## config.mk

```make
export PLATFORM = sky130hd
export DESIGN_NAME = load_store_unit
export DESIGN_NICKNAME = d
export VERILOG_FILES = /design/src/rtl/lsu_pkg.sv /design/src/rtl/lsu_align.sv /design/src/rtl/load_store_unit.sv
export SDC_FILE = /design/constraint.sdc
export NUM_CORES = 1
export LEC_CHECK = 0
export BUFFER_PORTS_ARGS = -buffer_cell sky130_fd_sc_hd__buf_2
export CORE_MARGIN = 2
export CORE_UTILIZATION = 41
export CTS_CLUSTER_DIAMETER = 50
export DETAILED_ROUTE_END_ITERATION = 12
export PLACE_DENSITY = 0.72
export SLEW_MARGIN = 0
export SYNTH_ARGS = -nofsm -noshare
export SYNTH_HDL_FRONTEND = slang
export SYNTH_SLANG_ARGS = --single-unit
```

## constraint.sdc

```tcl
create_clock -name clk -period 2.1 [get_ports clk]
set_input_delay 0.21 -clock clk [delete_from_list [all_inputs] [get_ports clk]]
set_output_delay 0.21 -clock clk [all_outputs]
set_load 0.005 [all_outputs]
```

## src/rtl/lsu_pkg.sv

```systemverilog
// Shared load/store unit types: FSM states, funct3 codes and access widths.
// Also used by main_decoder consumers that need the same funct3 meanings.
package lsu_pkg;

  typedef enum logic [1:0] {
    S_IDLE   = 2'd0,
    S_REQ    = 2'd1,
    S_WAIT_R = 2'd2,
    S_DONE   = 2'd3
  } lsu_state_e;

  typedef enum logic [1:0] {
    W_BYTE    = 2'd0,
    W_HALF    = 2'd1,
    W_WORD    = 2'd2,
    W_ILLEGAL = 2'd3
  } lsu_width_e;

  localparam logic [2:0] F3_LB  = 3'b000;
  localparam logic [2:0] F3_LH  = 3'b001;
  localparam logic [2:0] F3_LW  = 3'b010;
  localparam logic [2:0] F3_LBU = 3'b100;
  localparam logic [2:0] F3_LHU = 3'b101;
  localparam logic [2:0] F3_SB  = 3'b000;
  localparam logic [2:0] F3_SH  = 3'b001;
  localparam logic [2:0] F3_SW  = 3'b010;

  function automatic lsu_width_e decode_width(input logic [2:0] f3, input logic store);
    lsu_width_e w;
    w = W_ILLEGAL;
    if (store) begin
      case (f3)
        F3_SB:   w = W_BYTE;
        F3_SH:   w = W_HALF;
        F3_SW:   w = W_WORD;
        default: w = W_ILLEGAL;
      endcase
    end else begin
      case (f3)
        F3_LB, F3_LBU: w = W_BYTE;
        F3_LH, F3_LHU: w = W_HALF;
        F3_LW:         w = W_WORD;
        default:       w = W_ILLEGAL;
      endcase
    end
    return w;
  endfunction

  // Illegal width counts as a bad access so both cases share the same early-done path.
  function automatic logic access_bad(input lsu_width_e w, input logic [1:0] addr_lo);
    logic bad;
    case (w)
      W_BYTE:  bad = 1'b0;
      W_HALF:  bad = addr_lo[0];
      W_WORD:  bad = |addr_lo;
      default: bad = 1'b1;
    endcase
    return bad;
  endfunction

endpackage

```

## src/rtl/lsu_align.sv

```systemverilog
// Byte-lane steering: byte enables, store data replication and load extract/extend.
module lsu_align
  import lsu_pkg::*;
#(
  parameter int XLEN = 32
) (
  input  lsu_width_e       i_width,
  input  logic             i_unsigned,
  input  logic [1:0]       i_addr_lo,
  input  logic [XLEN-1:0]  i_wdata,
  input  logic [XLEN-1:0]  i_rdata,
  output logic [3:0]       o_be,
  output logic [XLEN-1:0]  o_wdata,
  output logic [XLEN-1:0]  o_rdata
);

  logic [XLEN-1:0] w_shifted;

  assign w_shifted = i_rdata >> {i_addr_lo, 3'b000};

  always_comb begin
    o_be    = 4'b0000;
    o_wdata = i_wdata;
    o_rdata = '0;
    case (i_width)
      W_BYTE: begin
        o_be    = 4'b0001 << i_addr_lo;
        o_wdata = {(XLEN/8){i_wdata[7:0]}};
        o_rdata = {{(XLEN-8){~i_unsigned & w_shifted[7]}}, w_shifted[7:0]};
      end
      W_HALF: begin
        o_be    = 4'b0011 << {i_addr_lo[1], 1'b0};
        o_wdata = {(XLEN/16){i_wdata[15:0]}};
        o_rdata = {{(XLEN-16){~i_unsigned & w_shifted[15]}}, w_shifted[15:0]};
      end
      W_WORD: begin
        o_be    = 4'b1111;
        o_rdata = i_rdata;
      end
      default: begin
        o_be    = 4'b0000;
        o_rdata = '0;
      end
    endcase
  end

endmodule

```

## src/rtl/load_store_unit.sv

```systemverilog
// Single-outstanding load/store unit: IDLE -> REQ -> (WAIT_R) -> DONE.
// Define LSU_TIMEOUT_EN to bound WAIT_R by TO_CYCLES and report err_o on expiry.
// Handshake: a request is taken when valid_i & ready_o at a rising edge; the memory
// request is held with stable attributes until mem_gnt_i is sampled high.
module load_store_unit
  import lsu_pkg::*;
#(
  parameter int XLEN      = 32,
  parameter int TO_CYCLES = 255
) (
  input  logic             clk,
  input  logic             rst_n,
  input  logic             valid_i,
  output logic             ready_o,
  input  logic [3:0]       mem_w_i,
  input  logic [3:0]       reg_w_i,
  input  logic [XLEN-1:0]  addr_i,
  input  logic [XLEN-1:0]  wdata_i,
  input  logic [4:0]       rd_i,
  output logic             done_o,
  output logic [XLEN-1:0]  rdata_o,
  output logic [4:0]       rd_o,
  output logic             rd_we_o,
  output logic             misalign_o,
  output logic             err_o,
  output logic             mem_req_o,
  output logic             mem_we_o,
  output logic [XLEN-1:0]  mem_addr_o,
  output logic [3:0]       mem_be_o,
  output logic [XLEN-1:0]  mem_wdata_o,
  input  logic             mem_gnt_i,
  input  logic             mem_rvalid_i,
  input  logic [XLEN-1:0]  mem_rdata_i
);

  lsu_state_e      r_state;
  logic [XLEN-1:0] r_addr, r_wdata, r_rdata;
  logic [2:0]      r_f3;
  logic [4:0]      r_rd;
  logic            r_store, r_rwe, r_done, r_rd_we, r_mis;

  lsu_width_e      w_in_width, w_width;
  logic            w_in_bad, w_req;
  logic [3:0]      w_be;
  logic [XLEN-1:0] w_st_data, w_ld_data;

  assign w_in_width = decode_width(mem_w_i[3:1], mem_w_i[0]);
  assign w_in_bad   = access_bad(w_in_width, addr_i[1:0]);
  assign w_width    = decode_width(r_f3, r_store);
  assign w_req      = (r_state == S_REQ);

  lsu_align #(.XLEN(XLEN)) u_align (
    .i_width    (w_width),
    .i_unsigned (r_f3[2]),
    .i_addr_lo  (r_addr[1:0]),
    .i_wdata    (r_wdata),
    .i_rdata    (mem_rdata_i),
    .o_be       (w_be),
    .o_wdata    (w_st_data),
    .o_rdata    (w_ld_data)
  );

`ifdef LSU_TIMEOUT_EN
  localparam int CW = $clog2(TO_CYCLES + 1);
  logic [CW-1:0] r_cnt;
  logic          r_err;
  assign err_o = r_err;
`else
  logic w_unused_to;
  assign w_unused_to = TO_CYCLES[0];
  assign err_o = 1'b0;
`endif

  logic w_unused;
  assign w_unused = ^reg_w_i[3:1];

  always_ff @(posedge clk or negedge rst_n) begin
    if (!rst_n) begin
      r_state <= S_IDLE;
      r_addr  <= '0;
      r_wdata <= '0;
      r_rdata <= '0;
      r_f3    <= '0;
      r_rd    <= '0;
      r_store <= 1'b0;
      r_rwe   <= 1'b0;
      r_done  <= 1'b0;
      r_rd_we <= 1'b0;
      r_mis   <= 1'b0;
`ifdef LSU_TIMEOUT_EN
      r_cnt   <= '0;
      r_err   <= 1'b0;
`endif
    end else begin
      case (r_state)
        S_IDLE: begin
          if (valid_i) begin
            r_addr  <= addr_i;
            r_wdata <= wdata_i;
            r_rd    <= rd_i;
            r_f3    <= mem_w_i[3:1];
            r_store <= mem_w_i[0];
            r_rwe   <= reg_w_i[0];
            if (w_in_bad) begin
              r_state <= S_DONE;
              r_done  <= 1'b1;
              r_mis   <= 1'b1;
              r_rd_we <= 1'b0;
            end else begin
              r_state <= S_REQ;
            end
          end
        end
        S_REQ: begin
          if (mem_gnt_i) begin
            if (r_store) begin
              r_state <= S_DONE;
              r_done  <= 1'b1;
              r_rd_we <= 1'b0;
            end else begin
              r_state <= S_WAIT_R;
`ifdef LSU_TIMEOUT_EN
              r_cnt   <= '0;
`endif
            end
          end
        end
        S_WAIT_R: begin
          if (mem_rvalid_i) begin
            r_state <= S_DONE;
            r_done  <= 1'b1;
            r_rdata <= w_ld_data;
            r_rd_we <= r_rwe;
          end
`ifdef LSU_TIMEOUT_EN
          else if (r_cnt == CW'(TO_CYCLES - 1)) begin
            r_state <= S_DONE;
            r_done  <= 1'b1;
            r_err   <= 1'b1;
            r_rdata <= '0;
            r_rd_we <= 1'b0;
          end else begin
            r_cnt <= r_cnt + 1'b1;
          end
`endif
        end
        S_DONE: begin
          r_state <= S_IDLE;
          r_done  <= 1'b0;
          r_rd_we <= 1'b0;
          r_mis   <= 1'b0;
          r_rdata <= '0;
`ifdef LSU_TIMEOUT_EN
          r_err   <= 1'b0;
`endif
        end
        default: r_state <= S_IDLE;
      endcase
    end
  end

  // Memory attributes come straight from captured state, so they cannot move while REQ waits.
  assign ready_o     = rst_n && (r_state == S_IDLE);
  assign done_o      = r_done;
  assign rdata_o     = r_rdata;
  assign rd_o        = r_rd;
  assign rd_we_o     = r_rd_we;
  assign misalign_o  = r_mis;
  assign mem_req_o   = w_req;
  assign mem_we_o    = w_req & r_store;
  assign mem_addr_o  = w_req ? {r_addr[XLEN-1:2], 2'b00} : '0;
  assign mem_be_o    = w_req ? w_be : 4'b0000;
  assign mem_wdata_o = (w_req && r_store) ? w_st_data : '0;

endmodule

```

Word level (Yosys, flattened, before mapping)
Index checks and enable logic that the tools add are counted. W data, S select, Z words.

Register bits after elaboration: 111. Input bits: 114. Logic and storage cells: 91. Output and inout bits: 112.

Bitwise gates (word level): 4. Mux-type cells: 34. Reduce and logical (&&, ||, !) cells: 19. Equality and inequality tests: 20. Shifts and indexed selects: 3.

Operator list (count): $pmux W32 S2 (2); $mux W32 (3); $pmux W32 S3 (1); $shr A32 B5 Y16 (1); $pmux W2 S3 (4); $eq A3 B3 Y1 const B (4); $mux W2 (6); $pmux W4 S3 (1); $mux W1 (11); $ne A2 B2 Y1 const B (5); $reduce_or A2 Y1 (5); $eq A2 B2 Y1 const B (4); $pmux W1 S4 (2); $pmux W2 S4 (1); $eq A2 B1 Y1 const B (3); $eq A3 B1 Y1 const B (2); $eq A3 B2 Y1 const B (2); $logic_not A2 Y1 (3); $logic_not A3 Y1 (2); $reduce_and A3 Y1 (2); $reduce_and A5 Y1 (1); $mux W4 (1); $reduce_and A2 Y1 (2); $reduce_bool A2 Y1 (2); 7 further kinds (10).

Logic depth before layout (Yosys ltp)
Word-level depth: 9. Mapped depth: 9. Depth with buffers taken out: 6.

Hierarchy
A second synthesis with hierarchy kept.

Cell total of the unflattened synthesis: 603. Area total of the unflattened synthesis: 6128.4 um2.

Modules (own cells, without submodules): load_store_unit (seq. area each 2777.7 um2, cells each 419, area an instance 4923.5 um2, times used 1); lsu_align (seq. area each 0.0 um2, cells each 184, area an instance 1204.9 um2, times used 1).

Worst setup path after synthesis
OpenSTA, ideal clock, no wires.

Path kind: register to register. Start point: register r_state[0]. End point: register r_rdata[16] (netlist: rdata_o[16]). Required time: 1.974 ns. Library setup time: 0.126 ns. Slack: 0.089 ns. Stages on the path, launching flop included: 10. Period minus slack after synthesis: 2.011 ns. Arrival time: 1.885 ns. Path buffers: 3. Cells stage by stage: dfrtp_1 > inv_1 > ha_1 > and3b_1 > buf_2 > and3_1 > buf_2 > o2111a_2 > buf_6 > a221o_1.

Longest elaborated chain between the ends: 3. Elaborated cells between the ends (all ways): 6. Those cells by class: eq/ne (3); mux (1); reduce/logical (2).

RTL lines: start, declared (line load_store_unit.sv:36) `lsu_state_e r_state;`; start signal, assigned (line load_store_unit.sv:79) `r_state <= S_IDLE;`; start signal, assigned (line load_store_unit.sv:105) `r_state <= S_DONE;`; start signal, assigned (line load_store_unit.sv:110) `r_state <= S_REQ;`; $eq A2 B2 Y1 (line load_store_unit.sv:95) `case (r_state)`; $ne A2 B2 Y1 (no line) or $reduce_bool A2 Y1 (tied branches); $reduce_and A2 Y1 (no line); end signal, assigned (line load_store_unit.sv:132) `r_rdata <= w_ld_data;`; end, declared (line load_store_unit.sv:37) `logic [XLEN-1:0] r_addr, r_wdata, r_rdata;`.

Several ways; a longest one is shown, not always the timed one. A chain may end at the register's enable or synchronous reset.

Worst setup path after layout
Same ends and word-level chain as after synthesis.

==> impl_metrics.toml <==
[timing]
fin_crit_sh = 0.9517
final.min_clock_period_ps = 1999
clock.fmax_mhz = 500.3
report.final.setup_viol = 0
hold_violations = 34
finClkSkew_ps = 7.426
slew_headroom = 0.5783
fin_ws_ps = 101.4
fin_setup_tns_ps = 0
whs_ps = -22.23
tightest_slew_ps = 632.6
slew_violations = 0

[power_and_ir_drop]
p_switching_mw = 4.051
total_power_mw = 10.71
p_leak_nw = 3.753
p_seq_frac = 0.369
ir_worst_vdd_uv = 839.6
pwr-share-comb = 0.470
p_sw_frac = 0.3782
power_density_nw_per_um2 = 1455
clock_power_share = 0.161
p_int_mw = 6.660

[cells_and_area]
final_nets = 840
area_growth_pct = 29.95
post_layout_nonfiller_instances = 905
layout-drive-gt1-share = 0.4835
n_fill_cell = 1190

[clocking]
path_clk_slew_ps = 80
cts_tree = "built"
clock_latency_ps = 360
numCtsBuffers = 9
root_buffer = "clkbuf_16"
htree_levels = 3
numClockSinks = 111
cts_buffer_depth = 2

[floorplanning]
die_h_um = 121.5
die_w_um = 121.5
ios = 226
dieArea_um2 = 14770
coreArea_um2 = 13350
start_util = 0.4244
num_rows = 42

[worst_setup_path]
r2r_setup_slack_ps = 100
cp_max_fo = 17
path_class = "reg -> reg"
worstPathArrival_ps = 2230
crit_path_start_kind = "flop"
critPathRequiredTime_ps = 2330
reg2reg_depth = 5
critPathCaptureType = "flop"
r2r-end = "rdata_o[16]$_DFFE_PN0P_"
reg2reg_from = "r_state[0]$_DFFE_PN0P_"

[synth]
async_flop_share = 1.000
synthTopCellsByCount = "dfrtp_1 (111), mux2_2 (76), nand2_1 (35), nor2_1 (35), and2_1 (32)"
yosys_warnings = 0
yosysMostFrequentCell = "dfrtp_1"
synth_area_per_cell_um2 = 11.11
synth-main-ff-cell = "dfrtp_1"
ys_seq_elements = 111
synth_edf_count = 0
syn-instance-count = 510
syn_area_um2 = 5664
synth_area_leaders = "dfrtp_1 (49%), mux2_2 (15%), a221o_1 (4.2%)"
yosysSeqAreaShare = 0.4904
synth_cell_types = 41
synth_top_cell_by_area = "dfrtp_1"
yosys.area.top_type_share = 0.4904

[route]
via_count = 4868
routed_wl_mm = 16.27
drt_iter0_markers = 371
drt_pass1_iterations = 4
vias_per_cell = 5.379
post_drt_wl_per_cell_um = 17.98
drc = 0
drtAntennaViolNets = 0

[global_route]
grt_max_degree = 112
antenna_found_initial = 3
grt-ovfl-total = 0
grt_pass1_wl_mm = 25.25
first_global_vias = 4922
grt_util_all_layers = 0.2217

[place]
place_ws_ps = 208.6
place.gp.congestion = 0.8703
port_buffers = 219
place_inst = 885
place_hpwl_mm = 12.19

[status]
status = "complete, but fails checks"
violations = "negative hold slack"

[job]
max_cap_violations = 0

[worst_hold_path]
holdCritPathClass = "in -> async"
[worst max path at each step]
stage / startpoint / end / slack (ps) / cells past startpoint
2_1_floorplan: r_state[0]$_DFFE_PN0P_ / rdata_o[16]$_DFFE_PN0P_ / 90 / 9
3_3_place_gp: r_state[0]$_DFFE_PN0P_ / rdata_o[7]$_DFFE_PN0P_ / 300 / 5
3_5_place_dp: r_state[0]$_DFFE_PN0P_ / rdata_o[20]$_DFFE_PN0P_ / 210 / 5
4_1_cts: r_state[1]$_DFFE_PN0P_ / mem_wdata_o[9] / 20 / 8
5_1_grt: r_state[0]$_DFFE_PN0P_ / rdata_o[16]$_DFFE_PN0P_ / -8 / 5
6_report: r_state[0]$_DFFE_PN0P_ / rdata_o[16]$_DFFE_PN0P_ / 100 / 5
[stage by stage]
| step | utilization | area, um2 |
|---|---|---|
| after global routing | 0.5513 | 7358 |
| after floorplan | - | 5672 |
| after detailed placement | 0.5252 | 7010 |
| after global placement | 0.5252 | 7010 |
| final | 0.5515 | 7361 |
| after CTS | 0.5490 | 7328 |
[sequential cells by signal, indices dropped and copies added, names as in the netlist]
name	flops
done_o	1
misalign_o	1
r_addr	32
r_f3	3
r_rwe	1
r_state	2
r_store	1
r_wdata	32
rd_o	5
rd_we_o	1
rdata_o	32
[kinds of logic after synthesis]
| family | count (synthesis) | synth area share |
|---|---|---|
| other | 1 | 0.0006621 |
| adder cells (fa/ha/maj) | 5 | 0.01104 |
| AO/OA/AOI/OAI | 99 | 0.1339 |
| flip-flops | 111 | 0.4904 |
| AND/OR/NAND/NOR | 145 | 0.1343 |
| multiplexers | 95 | 0.1869 |
| buffers and inverters | 54 | 0.04285 |
[per-layer routing]
layer  vias to the layer above  GRT usage  share of wire
li1                       2273          -              -
met1                      2366     0.2549           0.38
met4                         0    0.06753          0.021
met3                        18    0.08287          0.096
met5                         -          0              0
met2                       211     0.3848           0.50
[worst max-delay path, stage by stage, from the launching register on]
cell     delay (ps)
dfrtp_1         480
inv_1           140
ha_1            240
and3b_1         210
and2_1          370
a221o_1         440
[power by group through the flow]
stage	clock, mW	sequential (mW)	combinational, mW
6_report	1.73	3.95	5.04
5_1_grt	1.87	4.07	5.55
4_1_cts	1.77	3.92	5.06
3_5_place_dp	0	3.94	5.01
3_3_place_gp	0	3.86	4.86
2_1_floorplan	0	3.70	3.26
[layout make-up]
type	instances	area (um2)	share of cell area
clock buffer	10	239.0	0.03247
multi-input combinational	347	2689	0.3653
inverter	8	30.03	0.004080
sequential	111	2783	0.3780
antenna	3	7.507	0.001020
tap	176	220.2	0.02992
clock inverter	6	61.31	0.008329
timing repair buffer	244	1331	0.1809
[timing repair]
item                       in CTS  in global routing
setup buffers                   0                  1
hold buffers                    0                  0
setup endpoints to repair      38                 20
resized for setup               4                  7
[cell usage in the layout, fill, tap and decap left out, types with 7 or more instances in the layout]
cell type    n
and2_1      32
a32oi_1      7
mux2i_1     17
nand3b_1    11
nor2_1      34
clkbuf_16    9
mux2_2      76
dfrtp_1    107
nand2_1     34
a21oi_1     14
o21ai_0     19
a211oi_1     9
a221o_1     24
nor3b_1      8
and3_1      11
inv_1        7
buf_2      218
buf_4       21
o311ai_0     7
Note: power is estimated with default switching activity, not from simulation.
